===== config.mk =====
export PLATFORM = sky130hd
export DESIGN_NAME = fetch_queue
export DESIGN_NICKNAME = d
export VERILOG_FILES = /design/src/rtl/fetch_pkg.sv /design/src/rtl/fetch_queue_mem.sv /design/src/rtl/fetch_queue.sv
export SDC_FILE = /design/constraint.sdc
export NUM_CORES = 1
export LEC_CHECK = 0
export CAP_MARGIN = 20
export CORE_AREA = 3 3 176 109
export DETAILED_ROUTE_END_ITERATION = 10
export DIE_AREA = 0 0 179 112
export PLACE_DENSITY = 0.88
export SLEW_MARGIN = 15
export SYNTH_ARGS = -nofsm -noshare
export SYNTH_HDL_FRONTEND = slang
export SYNTH_SLANG_ARGS = --single-unit

===== constraint.sdc =====
create_clock -name clk -period 3.35 [get_ports clk]
set_input_delay 0.335 -clock clk [delete_from_list [all_inputs] [get_ports clk]]
set_output_delay 0.335 -clock clk [all_outputs]
set_load 0.01 [all_outputs]

===== src/rtl/fetch_pkg.sv =====
// Shared types and constants for the instruction fetch queue.
package fetch_pkg;

  localparam int          FQ_DEPTH_DEFAULT = 4;
  localparam logic [31:0] NOP_INSTR        = 32'h0000_0000;
  localparam logic [29:0] START_ADDR       = 30'h0000BFF;

  typedef struct packed {
    logic [29:0] pc;
    logic [31:0] instr;
  } fetch_entry_t;

endpackage


===== src/rtl/fetch_queue_mem.sv =====
// Fetch queue storage: DEPTH entries, one synchronous write port, one asynchronous read port.
module fetch_queue_mem
  import fetch_pkg::*;
#(
  parameter int DEPTH = FQ_DEPTH_DEFAULT
) (
  input  logic                     clk,
  input  logic                     we,
  input  logic [$clog2(DEPTH)-1:0] waddr,
  input  fetch_entry_t             wdata,
  input  logic [$clog2(DEPTH)-1:0] raddr,
  output fetch_entry_t             rdata
);

  fetch_entry_t mem_r [DEPTH];

  // Write port; contents need no reset because they are only read while valid.
  always_ff @(posedge clk) begin
    if (we) begin
      mem_r[waddr] <= wdata;
    end
  end

  assign rdata = mem_r[raddr];

endmodule


===== src/rtl/fetch_queue.sv =====
// Circular fetch FIFO between the PC/fetch stage and decode; back-pressures fetch via pc_write.
// Optional performance counters are enabled by defining FETCH_QUEUE_PERF_EN.
module fetch_queue
  import fetch_pkg::*;
#(
  parameter int DEPTH = FQ_DEPTH_DEFAULT,
  parameter int PC_W  = 30
) (
  input  logic            clk,
  input  logic            reset,
  input  logic [PC_W-1:0] pc_in,
  input  logic [31:0]     instr_in,
  input  logic            in_valid,
  output logic            pc_write,
  input  logic            flush,
  output logic            out_valid,
  input  logic            out_ready,
  output logic [PC_W-1:0] out_pc,
  output logic [31:0]     out_instr
`ifdef FETCH_QUEUE_PERF_EN
  ,
  output logic [31:0]     stall_cnt,
  output logic [31:0]     flush_cnt
`endif
);

  localparam int AW = $clog2(DEPTH);
  localparam int CW = AW + 1;

  logic [AW-1:0] rd_ptr_r;
  logic [AW-1:0] wr_ptr_r;
  logic [CW-1:0] count_r;
  logic          full_s;
  logic          enq_s;
  logic          deq_s;
  fetch_entry_t  wr_entry_s;
  fetch_entry_t  rd_entry_s;

  // Everything visible to fetch/decode is decoded from registered state only.
  assign full_s    = (count_r == CW'(DEPTH));
  assign pc_write  = !full_s;
  assign out_valid = (count_r != '0);
  assign enq_s     = in_valid && pc_write && !flush;
  assign deq_s     = out_valid && out_ready && !flush;

  assign wr_entry_s.pc    = pc_in;
  assign wr_entry_s.instr = instr_in;

  fetch_queue_mem #(
    .DEPTH(DEPTH)
  ) u_mem (
    .clk  (clk),
    .we   (enq_s),
    .waddr(wr_ptr_r),
    .wdata(wr_entry_s),
    .raddr(rd_ptr_r),
    .rdata(rd_entry_s)
  );

  // Head presentation: decode sees a NOP whenever the queue is empty.
  always_comb begin
    out_pc    = rd_entry_s.pc;
    out_instr = NOP_INSTR;
    if (out_valid) begin
      out_instr = rd_entry_s.instr;
    end else begin
      out_instr = NOP_INSTR;
    end
  end

  // Pointer and occupancy update; flush wins over any same-cycle transfer.
  always_ff @(posedge clk or negedge reset) begin
    if (!reset) begin
      rd_ptr_r <= '0;
      wr_ptr_r <= '0;
      count_r  <= '0;
    end else if (flush) begin
      rd_ptr_r <= '0;
      wr_ptr_r <= '0;
      count_r  <= '0;
    end else begin
      if (enq_s) begin
        wr_ptr_r <= wr_ptr_r + AW'(1);
      end
      if (deq_s) begin
        rd_ptr_r <= rd_ptr_r + AW'(1);
      end
      case ({enq_s, deq_s})
        2'b10:   count_r <= count_r + CW'(1);
        2'b01:   count_r <= count_r - CW'(1);
        default: count_r <= count_r;
      endcase
    end
  end

`ifdef FETCH_QUEUE_PERF_EN
  logic [31:0] stall_cnt_r;
  logic [31:0] flush_cnt_r;

  // Free-running event counters, wrapping at 2^32.
  always_ff @(posedge clk or negedge reset) begin
    if (!reset) begin
      stall_cnt_r <= 32'd0;
      flush_cnt_r <= 32'd0;
    end else begin
      if (in_valid && !pc_write) begin
        stall_cnt_r <= stall_cnt_r + 32'd1;
      end
      if (flush) begin
        flush_cnt_r <= flush_cnt_r + 32'd1;
      end
    end
  end

  assign stall_cnt = stall_cnt_r;
  assign flush_cnt = flush_cnt_r;
`else
  // Counters not built in this configuration.
`endif

endmodule


---- Yosys cells after proc, flatten, opt, wreduce, memory -nomap -nowiden ----
Memory sizes are Yosys's and may differ from the RTL's.
Index checks and enable logic that the tools add are counted.
storage, ports and cells
  register bits after elaboration ......... 7
  latch bits .............................. 0
  bits in writable memories ............... 248
  bits in read-only memories .............. 0
  input bits .............................. 67
  output and inout bits ................... 64
  word-level logic and storage cells ...... 30
  memories kept ........................... 1
memory list
  name         depth  width  read ports  clocked after Yosys merged registers in  wr ports  RTL line               source
  u_mem.mem_r  4      62     1           0                                        1         fetch_queue_mem.sv:15  fetch_entry_t mem_r [DEPTH];
cells by class
  $add $sub $neg .......................... 4
  multipliers ............................. 0
  div/mod/pow operators ................... 0
  $lt $le $gt $ge ......................... 0
  equality and inequality tests ........... 3
  shift-type cells ........................ 0
  muxes and demuxes ....................... 9
  bitwise gates (word level) .............. 0
  reductions and logical operators ........ 10
operators with widths
  operator                                                             number
  32-bit two-way mux                                                   1
  2-bit two-way mux                                                    4
  3-bit case mux with 2 select lines                                   1
  3-bit nonzero test                                                   2
  2-bit by 1-bit adder with 2-bit output (second input constant)       2
  1-bit logical AND                                                    4
  2-bit nonzero test                                                   2
  3-bit by 1-bit adder with 3-bit output (second input constant)       1
  3-bit == test (second input constant)                                1
  3-bit two-way mux                                                    1
  3-bit by 1-bit subtractor with 3-bit output (second input constant)  1
  2-bit by 1-bit == test with 1-bit output (second input constant)     1
  2-bit == test (second input constant)                                1
  1-bit zero test                                                      2
  1-bit two-way mux                                                    2

---- Logic depth before layout (Yosys ltp) ----
  word-level depth ........................ 7
  depth in mapped cells ................... 8
  depth with buffers taken out ............ 7

---- Hierarchy ----
A second synthesis with hierarchy kept.
unflattened totals
  cell total of the unflattened synthesis .. 420
  area total of the unflattened synthesis .. 9,848.2 µm²
modules (own cells, without submodules)
  module           instances  cells each  area each (µm²)  seq. area each (µm²)
  fetch_queue_mem  1          328         9,047.4          7,447.1
  fetch_queue      1          92          800.8            175.2

---- Least setup slack after synthesis ----
No wires, ideal clock.
  path kind ............................... flip-flop to flip-flop
  start point ............................. register count_r[0]
  end point ............................... memory u_mem.mem_r[0][0] (netlist name) (enable)
  setup time .............................. 0.426 ns
  arrival ................................. 2.395 ns
  required time ........................... 2.924 ns
  slack ................................... 0.529 ns
  cell stages (with the launch flop) ...... 5
  buffers on the path ..................... 1
  cell sequence ........................... dfrtp_1 buf_2 nor3b_1 nor3_1 and2_1
on the way
  word-level cells in the longest chain between the ends .. 6
ends and longest elaborated chain
  item                                     RTL line               source
  from (decl)                              fetch_queue.sv:32      logic [CW-1:0] count_r;
  from (signal assigned)                   fetch_queue.sv:89      2'b10: count_r <= count_r + CW'(1);
  from (signal assigned)                   fetch_queue.sv:90      2'b01: count_r <= count_r - CW'(1);
  from (signal assigned)                   fetch_queue.sv:91      default: count_r <= count_r;
  3-bit == test                            fetch_queue.sv:40      assign full_s = (count_r == CW'(DEPTH));
  1-bit zero test                          fetch_queue.sv:41      assign pc_write = !full_s;
  1-bit logical AND (2 in a row)           fetch_queue.sv:43      assign enq_s = in_valid && pc_write && !flush;
  1-bit two-way mux                        fetch_queue_mem.sv:19  if (we) begin
  1-bit two-way mux (implied by the code)  fetch_queue_mem.sv:20  mem_r[waddr] <= wdata;
  to (decl)                                fetch_queue_mem.sv:15
No other way between the ends.

---- Final worst setup path ----
  start point ............................. register rd_ptr_r[0]
  end point ............................... output port out_instr[9]
on the way
  word-level cells in the longest chain between the ends .. 2
ends and longest elaborated chain
  item                    RTL line           source
  from (decl)             fetch_queue.sv:30  logic [AW-1:0] rd_ptr_r;
  from (signal assigned)  fetch_queue.sv:86  rd_ptr_r <= rd_ptr_r + AW'(1);
  memory 4 x 62 bit       --
  32-bit two-way mux      fetch_queue.sv:64  if (out_valid) begin
  to (decl)               fetch_queue.sv:19  output logic [31:0] out_instr
No other way between the ends.

==> metrics.txt <==
status=complete, no violations; # resized after CTS=0; sequential power share=50.0%; largest buffer count on any clock path=3; critical path, cell by cell=buf_12 > mux4_2 > nor2b_1 > clkdlybuf4s50_1; final hold vios=0; die height=112 um; initial DRC count=555; Slew headroom=65.37%; Post-Place Cell Area=11,400 um2; Synth Register Bits=255; power density over cell area=599.8 nW/um2; Final Wtd Congestion=0.7867; Fillers=1,070; share of cells above drive strength 1=20.17%; GR Overflow Total=0; WP data arrival=2.71 ns; Reg-to-Reg End=u_mem.mem_r[1][50]; critical path peak fanout=24; first-pass GRT wire length=30.19 mm; CP max stage cell=dfrtp_4; max incr delay on CP=0.76 ns; hold_ws=0.1122 ns; Die ar.=20,050 um2; final setup vio count=0; Chip Width=179 um; max-cap viol count=0; All-Layer GR Usage=20.29%; P_sw=1.570 mW; CTS Hold Bufs=0; Critical R2R Launch=count_r[0]; Initial Util=54.53%; reg2reg setup slack=1.07 ns; clk_lat worst skew=0.50 ns; startpoint types=flop; Gate power share=12.2%; row count=38; Peak VDD IR=0.3408 mV; Routed Wire Length=20.02 mm; drt first pass iters=5; Critical Path End Type=output pin; Max Freq=327.9 MHz; min Tclk post-route=3.050 ns; postcts setup bufs=0; CTS root buf=clkbuf_16; Synth Instances=427; core area=17,830 um2; Internal Power=5.749 mW; area share of the largest cell type after synthesis=76.60%; sequential share of the synthesized area=78.40%; Post-route DRC=0; Mapped Avg Cell Area=22.77 um2; Clock power frac=37.8%; H-tree depth=1; Ys Warns=0; most frequent cells in the layout=edfxtp_1, clkdlybuf4s50_1, mux4_2; Worst Reg2Reg Path Length in Cells=4; fin area=12,200 um2; initial antenna violation count=4; unique cell type count in the Yosys netlist=35; Routed Antenna Nets=0; critical path required time=3.01 ns; largest cells by area after synthesis=edfxtp_1, mux4_2, nor2b_1, dfrtp_1, ha_1; clock-pin slew on the worst setup and hold paths=0.06 ns; total CTS buffers=23; routed via count=4,829; Antenna diodes=0; critical path start-end classification=flop to output pin; post-DP HPWL=12.67 mm; sw frac=21.45%; Final period util=91.04%; Multi-input gate area=1956 um2; vias in the first global route=4,944; commonest non-fill, non-tap cell in the layout=edfxtp_1; RSZ-0062 raised after global routing=false; post-synth top area cell=edfxtp_1; largest net degree at the start of global routing=36; Top Ports=131; HP Class=input port to asynchronous set/reset pin; Final Max Tran Viols=0; Reg area=7627 um2; Avg WL per Cell=24.12 um; routed vias/inst=5.818; Final TNS setup=0 ns; Synth Cell Area=9722 um2; Max Clock Skew=0.01504 ns; clock tree sinks=255; # port buffers=130; CTS tree=built; syn_nets=499; Static Leakage=3.858 nW; area delta synth->final=25.51%; fin nets=646; Worst-Margin Slew=0.5195 ns
==> synth_stat cells <==
library cell  count
a2111oi_0         1
a211oi_1          1
a21oi_1           2
a311o_1           1
a31oi_1           2
and2_1            5
and3b_1           1
buf_1             1
buf_2             8
buf_4             3
buf_6             4
clkbuf_1          6
dfrtp_1           7
edfxtp_1        248
fa_1              1
ha_1              4
inv_1             7
mux4_2           62
nand2_1           1
nand3_1           4
nand3b_1          1
nor2_1            7
nor2b_1          32
nor3_1            2
nor3_2            1
nor3b_1           1
o2111ai_1         1
o211ai_1          1
o21ai_0           5
o311ai_0          1
o31ai_1           1
o41ai_1           1
or3_1             1
xnor2_1           1
xor2_1            2
==> area by class of cell <==
cell class / count / area share (%)
clock buffers: 25 / 4.779
clock inverters: 16 / 1.764
inverters: 7 / 0.2153
multi-input cells: 143 / 16.03
flip-flops and latches: 255 / 62.51
well taps: 240 / 2.461
repair buffers: 144 / 12.24
==> metal layers <==
layer  up-vias  global-route usage [%]  part of all wire [%]
li1       2058                       -                     -
met1      2473                   31.38                    43
met2       256                   29.84                    45
met3        34                   6.033                    10
met4         8                   3.268                   1.4
met5         -                       0                  0.27
==> sequential cells by signal, summed over array words and instances (netlist names) <==
name,cells
wr_ptr_r,2
count_r,3
u_mem.mem_r,248
rd_ptr_r,2
==> critical path: cells and delay by family (launching register included) <==
family        cells  cell delay, ns
buf+inv           2            0.74
mux               1            0.55
simple gates      1            0.15
flops             1            0.76
==> cells by family after synthesis <==
kind of cell | count (synthesis) | synth area share (%)
and+or+nand+nor | 56 | 3.411
xor gates and xnor gates | 3 | 0.2703
adders and majority gates | 5 | 0.7207
AOI/OAI and AO/OA | 17 | 1.184
DFF | 255 | 78.40
muxes | 62 | 14.36
buffers and inverters | 29 | 1.647
==> per-stage QoR <==
step / util (%) / cells / power [mW] / setup WS [ns]
floorplan: - / 427 / 4.157 / 0.5290
detailed placement: 63.96 / 789 / 4.626 / 0.6282
finish: 68.44 / 830 / 7.318 / 0.3002
global route: 68.44 / 830 / 7.575 / 0.1642
CTS: 68.44 / 830 / 7.381 / 0.2520
global placement: 63.96 / 789 / 4.600 / 0.7599
==> power by group through the flow <==
stage | Sequential (mW) | Combinational, mW | Clock, mW
CTS | 3.66 | 0.907 | 2.81
floorplan | 3.68 | 0.474 | 0
global route | 3.67 | 0.953 | 2.95
detailed placement | 3.73 | 0.900 | 0
finish | 3.66 | 0.894 | 2.77
global placement | 3.72 | 0.882 | 0
==> how the worst max path moves through the flow <==
stage          slack, ns            endpoint        start  cells past startpoint
6_report            0.30        out_instr[9]  rd_ptr_r[0]                      4
5_1_grt             0.16        out_instr[9]  rd_ptr_r[0]                      4
4_1_cts             0.25        out_instr[9]  rd_ptr_r[0]                      4
3_5_place_dp        0.63  u_mem.mem_r[1][23]     in_valid                      5
3_3_place_gp        0.76  u_mem.mem_r[0][48]     in_valid                      5
2_1_floorplan       0.53   u_mem.mem_r[0][0]   count_r[0]                      4
No activity file was read; power rests on OpenSTA's default activity.
